===== src/rtl/mux.sv =====
// Registered 8-to-1 single-bit multiplexer.
// Captures i[s] into y each clock. Also registers a copy of the select, a
// one-hot decode of it, and a valid flag that rises on the first capture
// after reset.
module mux #(
  parameter int N_IN  = 8,
  parameter int SEL_W = 3
) (
  input  logic             clk,
  input  logic             rst,
  input  logic [SEL_W-1:0] s,
  input  logic [N_IN-1:0]  i,
  output logic             y,
  output logic             y_valid,
  output logic [SEL_W-1:0] sel_q,
  output logic [N_IN-1:0]  sel_onehot
);

  // Mux tree stages: level 1 is steered by s[0], level 3 by s[2].
  logic [3:0]      lvl1_next;
  logic [1:0]      lvl2_next;
  logic            y_next;
  logic [N_IN-1:0] onehot_next;

  logic             y_reg;
  logic             y_valid_reg;
  logic [SEL_W-1:0] sel_reg;
  logic [N_IN-1:0]  onehot_reg;

  // Level 1: four 2:1 muxes choosing between adjacent input pairs.
  generate
    for (genvar gi = 0; gi < 4; gi++) begin : g_lvl1
      assign lvl1_next[gi] = s[0] ? i[2*gi+1] : i[2*gi];
    end
  endgenerate

  // Level 2: two 2:1 muxes choosing between level-1 pairs.
  generate
    for (genvar gi = 0; gi < 2; gi++) begin : g_lvl2
      assign lvl2_next[gi] = s[1] ? lvl1_next[2*gi+1] : lvl1_next[2*gi];
    end
  endgenerate

  // Level 3: final 2:1 mux feeding the output register.
  assign y_next = s[2] ? lvl2_next[1] : lvl2_next[0];

  // One-hot decode of the select, one comparator per output bit.
  generate
    for (genvar gi = 0; gi < N_IN; gi++) begin : g_decode
      assign onehot_next[gi] = (s == SEL_W'(gi));
    end
  endgenerate

  // Output registers; reset clears everything, including the decode, so
  // downstream logic sees no selected line until the first capture.
  always_ff @(posedge clk) begin
    if (rst) begin
      y_reg       <= 1'b0;
      y_valid_reg <= 1'b0;
      sel_reg     <= '0;
      onehot_reg  <= '0;
    end else begin
      y_reg       <= y_next;
      y_valid_reg <= 1'b1;
      sel_reg     <= s;
      onehot_reg  <= onehot_next;
    end
  end

  assign y          = y_reg;
  assign y_valid    = y_valid_reg;
  assign sel_q      = sel_reg;
  assign sel_onehot = onehot_reg;

endmodule


===== config.mk =====
export PLATFORM = sky130hd
export DESIGN_NAME = mux
export DESIGN_NICKNAME = d
export VERILOG_FILES = /design/src/rtl/mux.sv
export SDC_FILE = /design/constraint.sdc
export NUM_CORES = 1
export LEC_CHECK = 0
export ABC_AREA = 1
export CORE_AREA = 2 2 39 41
export DETAILED_ROUTE_END_ITERATION = 7
export DIE_AREA = 0 0 41 43
export PLACE_DENSITY_LB_ADDON = 0.08
export SYNTH_ARGS = -nofsm -noshare
export SYNTH_HDL_FRONTEND = slang
export SYNTH_SLANG_ARGS = --single-unit

===== constraint.sdc =====
create_clock -name clk -period 0.8 [get_ports clk]
set_input_delay 0.16 -clock clk [delete_from_list [all_inputs] [get_ports clk]]
set_output_delay 0.16 -clock clk [all_outputs]
set_load 0.02 [all_outputs]

==> summary.md, run 1 <==
| Metric | Value |
|---|---|
| CP arrival | `0.71 ns` |
| Worst-margin pin slew | `0.187 ns` |
| Clk slew on worst S/H paths | `0.08 ns` |
| RePlAce Congestion | `0.702` |
| Max stage delay cell, worst path | `dfxtp_2` |
| # DRC | `0` |
| Switching Share | `0.238` |
| TritonCTS Sinks | `13` |
| Final Cycle Share | `1.09` |
| Number of synthesized register bits | `13` |
| Vias in the first global route | `364` |
| RSZ-0062 raised after global routing | `true` |
| Final setup viols | `13` |
| Max Freq | `1140 MHz` |
| Most frequent cells in the layout | `nand2_1 (25), buf_6 (14), dfxtp_2 (13)` |
| Initial antenna violation count | `0` |
| I/O pin cnt | `26` |
| NumNets Final | `104` |
| Port Buffers | `25` |
| Number of distinct library cells after synthesis | `5` |
| Pin count of the biggest net entering global routing | `8` |
| Synth-to-layout area growth | `91.6%` |
| Failing checks | `negative setup slack` |
| Commonest non-fill, non-tap cell in the layout | `nand2_1` |
| Gate power share | `0.183` |
| Hpwl dp | `743 um` |
| ANT nets after route | `0` |
| H-Tree Depth | `1` |
| Vias per Instance | `4.06` |
| WL per Instance | `8.58 um` |
| Internal power | `0.00100 W` |
| Worst Path Class, Setup | `register to output pin` |
| Power Dens Cells | `1650 nW/um^2` |
| Clk buf depth | `2` |
| Post-synthesis sequential area ratio | `0.623` |
| Vias | `430` |
| Die ar. | `1760 um^2` |
| Hold WS | `0.253 ns` |
| Critical path's top delay family | `flip-flops` |
| Starting Density | `0.302` |
| Hold-fix buffers, CTS | `0` |
| Final WS setup | `-0.0740 ns` |
| Peak VDD IR | `0.707 mV` |
| Die Width | `41 um` |
| Die Ht | `43 um` |
| Buf+Inv Stages, Crit Path | `1` |
| Iteration-0 DRC Markers | `3` |
| Sw Pwr | `0.000314 W` |
| CP required | `0.64 ns` |
| Hold crit path type | `primary input to register` |
| CP cell instances | `buf_6` |
| Mapped Avg Cell Area | `7.60 um^2` |
| First-pass GRT wire length | `1420 um` |
| Max FO, Critical Path | `1` |
| CTS buffer count | `3` |
| Relative slew slack | `0.876` |
| Slew Limit Fails | `0` |
| Clock Power Share | `0.295` |
| Leak Pwr | `0.406 nW` |
| Layout cell share with drive strength beyond 1 | `0.456` |
| Max incr delay on CP | `0.33 ns` |
| Synth Net Count | `68` |
| TritonCTS clock tree | `done` |
| Max reg flops | `8` |
| Fin crit period | `0.874 ns` |
| Drt first pass iters | `4` |
| YS warnings | `0` |
| Max cap viols | `0` |
| Overall Global Routing Usage | `0.127` |
| Fin. Hold Viols | `0` |
| Core area | `1380 um^2` |
| Outcome | `finished, violations left` |
| Gr ovfl total | `0` |
| WL final | `910 um` |
| Syn Inst Count | `55` |
| Antenna Cells | `0` |
| Row count | `14` |
| Mapped cell area | `418 um^2` |
| Layout fillers | `134` |
| Crit start category | `register` |
| Placed inst area | `733 um^2` |
| Flop pwr share | `0.522` |
| Critical path capture point type | `output pin` |
| Final instance area | `801 um^2` |
| Root buf cell | `clkbuf_4` |
final cells by class:
type,count,area [um^2],share of cell area
sequential,13,277,0.345
tap,16,20.0,0.0250
inverter,5,18.8,0.0234
multi-input combinational,37,144,0.180
clock buffer,4,26.3,0.0328
timing repair buffer,31,315,0.394
power by group through the flow:
stage | combinational [W] | sequential, W | clock (W)
2_1_floorplan | 0.0000548 | 0.000727 | 0
3_3_place_gp | 0.000236 | 0.000693 | 0
3_5_place_dp | 0.000237 | 0.000694 | 0
4_1_cts | 0.000240 | 0.000689 | 0.000401
5_1_grt | 0.000264 | 0.000691 | 0.000446
6_report | 0.000241 | 0.000688 | 0.000389
path summary, 6_finish.rpt:
check    startpoint                       end  slack (ns)  cells past startpoint
min            s[1]  sel_onehot[4]$_SDFF_PP0_        0.25                      4
max    y$_SDFF_PP0_                         y       -0.07                      1
synthesized netlist by cell type, drive strengths merged:
master / count / area, um^2
nor2: 11 / 41.3
dfxtp: 13 / 260
nand2: 26 / 97.6
inv: 5 / 18.8
through the flow:
step | total power, W | std cells | setup slack, ns | utilization | TNS, ns
6_report | 0.00132 | 106 | -0.0740 | 0.579 | -0.841
5_1_grt | 0.00140 | 106 | -0.103 | 0.579 | -1.26
4_1_cts | 0.00133 | 106 | -0.0809 | 0.572 | -0.960
3_5_place_dp | 0.000931 | 102 | -0.394 | 0.530 | -6.74
3_3_place_gp | 0.000929 | 102 | -0.383 | 0.530 | -6.57
2_1_floorplan | 0.000782 | 55 | 0.235 | - | 0
layer usage:
| metal | up-vias | routed length [um] | GRT usage |
|---|---|---|---|
| met3 | 2 | 57 | 0.0471 |
| met4 | 0 | 14 | 0.100 |
| met1 | 176 | 349 | 0.148 |
| met2 | 18 | 488 | 0.178 |
| li1 | 234 | - | - |
| met5 | - | 0 | 0 |
timing repair:
action                     CTS  global route
resized for setup           94             4
pin swaps                    0             0
buffers inserted             0             0
hold endpoints to repair     0             0
setup endpoints to repair   20            16
cell families after synthesis:
kind of cell           after synthesis  synth area share
AND/OR/NAND/NOR                     37             0.332
flip-flops                          13             0.623
buffers and inverters                5            0.0449
Note: power is estimated with default switching activity, not from simulation.
==> run 2, diff against run 1 <==
--- a/config.mk
+++ b/config.mk
@@ -6,9 +6,11 @@
 export NUM_CORES = 1
 export LEC_CHECK = 0
 export ABC_AREA = 1
+export CAP_MARGIN = 5
 export CORE_AREA = 2 2 39 41
 export DETAILED_ROUTE_END_ITERATION = 7
 export DIE_AREA = 0 0 41 43
+export DONT_BUFFER_PORTS = 1
 export PLACE_DENSITY_LB_ADDON = 0.08
 export SYNTH_ARGS = -nofsm -noshare
 export SYNTH_HDL_FRONTEND = slang
==> summary.md, run 2 (synthesized netlist as in run 1, its figures left out) <==
| Metric | Value |
|---|---|
| Leak Pwr | `0.251 nW (-38%)` |
| Die ar. | `1760 um^2 (unchanged)` |
| Layout fillers | `147 (+9.7%)` |
| Vias per Instance | `4.18 (+3.1%)` |
| ANT nets after route | `0 (unchanged)` |
| Synth-to-layout area growth | `27.5%` |
| Pin count of the biggest net entering global routing | `8 (unchanged)` |
| Clk buf depth | `2 (unchanged)` |
| # DRC | `0 (unchanged)` |
| I/O pin cnt | `26 (unchanged)` |
| TritonCTS Sinks | `13 (unchanged)` |
| Initial antenna violation count | `0 (unchanged)` |
| Most frequent cells in the layout | `nand2_1 (26), dfxtp_4 (13), nor2_1 (11)` |
| Die Width | `41 um (unchanged)` |
| Worst Path Class, Setup | `register to output pin` |
| Failing checks | `negative setup slack` |
| Max Freq | `1240 MHz (+8.8%)` |
| Register area | `309 um^2 (+12%)` |
| Hold WS | `0.0388 ns (-0.214 ns)` |
| Max reg flops | `8 (unchanged)` |
| Worst-margin pin slew | `0.183 ns (-0.00352 ns)` |
| Starting Density | `0.302 (unchanged)` |
| RePlAce Congestion | `0.632 (-10%)` |
| Final setup viols | `7 (-6)` |
| Vias in the first global route | `280 (-23%)` |
| Clk slew on worst S/H paths | `0.07 ns (about the same)` |
| Commonest non-fill, non-tap cell in the layout | `nand2_1` |
| CP required | `0.64 ns (about the same)` |
| Antenna Cells | `0 (unchanged)` |
| Hold crit path type | `primary input to register` |
| Core area | `1380 um^2 (unchanged)` |
| WL final | `758 um (-17%)` |
| Port Buffers | `0 (-100%)` |
| Max FO, Critical Path | `1 (unchanged)` |
| Crit start category | `register` |
| Fin crit period | `0.803 ns (-0.0708 ns)` |
| Slew Limit Fails | `0 (unchanged)` |
| Peak VDD IR | `0.645 mV (-8.8%)` |
| TritonCTS clock tree | `done` |
| Fin. Hold Viols | `0 (unchanged)` |
| RSZ-0062 raised after global routing | `true` |
| Final WS setup | `-0.00322 ns (+0.0708 ns)` |
| Critical path capture point type | `output pin` |
| H-Tree Depth | `1 (unchanged)` |
| Multi-input gate area | `139 um^2 (-3.5%)` |
| CTS buffer count | `3 (unchanged)` |
| Power Dens Cells | `2150 nW/um^2 (+30%)` |
| Outcome | `finished, violations left` |
| Final Cycle Share | `1.00 (-0.0885)` |
| First-pass GRT wire length | `1190 um (-17%)` |
| Die Ht | `43 um (unchanged)` |
| CP arrival | `0.64 ns (-0.07 ns)` |
| Max cap viols | `0 (unchanged)` |
| Vias | `322 (-25%)` |
| Relative slew slack | `0.878 (+0.00205)` |
| Row count | `14 (unchanged)` |
| Final Power | `0.00114 W (-13%)` |
| Gr ovfl total | `0 (unchanged)` |
| NumNets Final | `75 (-28%)` |
| Drt first pass iters | `1 (-3)` |
| Overall Global Routing Usage | `0.109 (-0.0183)` |
| Layout cell share with drive strength beyond 1 | `0.311 (-0.144)` |
| Root buf cell | `clkbuf_4` |
| WL per Instance | `9.84 um (+15%)` |
| Iteration-0 DRC Markers | `0 (-3)` |
[run 2: where the power goes]
part | switching, W | leakage [nW] | internal, W
clock | 0.000189 | 0.0150 | 0.000193
combinational | 0.0000445 | 0.121 | 0.0000295
sequential | 0.0000402 | 0.116 | 0.000648
[run 2: final timing paths]
| kind | cells after the start | startpoint | slack (ns) | end |
|---|---|---|---|---|
| max | 0 | sel_onehot[5]$_SDFF_PP0_ | -0.003 | sel_onehot[5] |
| min | 2 | s[0] | 0.04 | sel_onehot[5]$_SDFF_PP0_ |
[run 2: layer usage]
layer	wire, um	GRT usage	vias to the layer above	share of wire
met3	81	0.0576	2	0.11
met1	330	0.125	127	0.44
li1	-	-	174	-
met2	329	0.138	19	0.43
met4	17	0.100	0	0.022
met5	0	0	-	0
[run 2: area by class of cell]
type	instances	share of cell area
well taps	16	0.0376
flip-flops and latches	13	0.580
inverters	5	0.0352
multi-input cells	37	0.261
clock buffers	4	0.0493
repair buffers	2	0.0376
[run 2: repair_timing]
item,4_1_cts,5_1_grt
hold buffers,2,0
gates resized for setup,26,0
setup endpoints to repair,13,13
endpoints found under the hold margin,3,0
pin swaps,0,0
buffers inserted,0,0
[run 2: per-stage QoR]
stage	std cells	TNS (ns)	instance area (um^2)	worst slack [ns]	util
finish	77	-0.0131	533	-0.00322	0.385
global route	77	-0.468	533	-0.0438	0.385
CTS	77	-0.129	533	-0.0133	0.385
detailed placement	71	0	438	0.166	0.316
global placement	71	0	438	0.163	0.316
floorplan	55	0	418	0.235	-
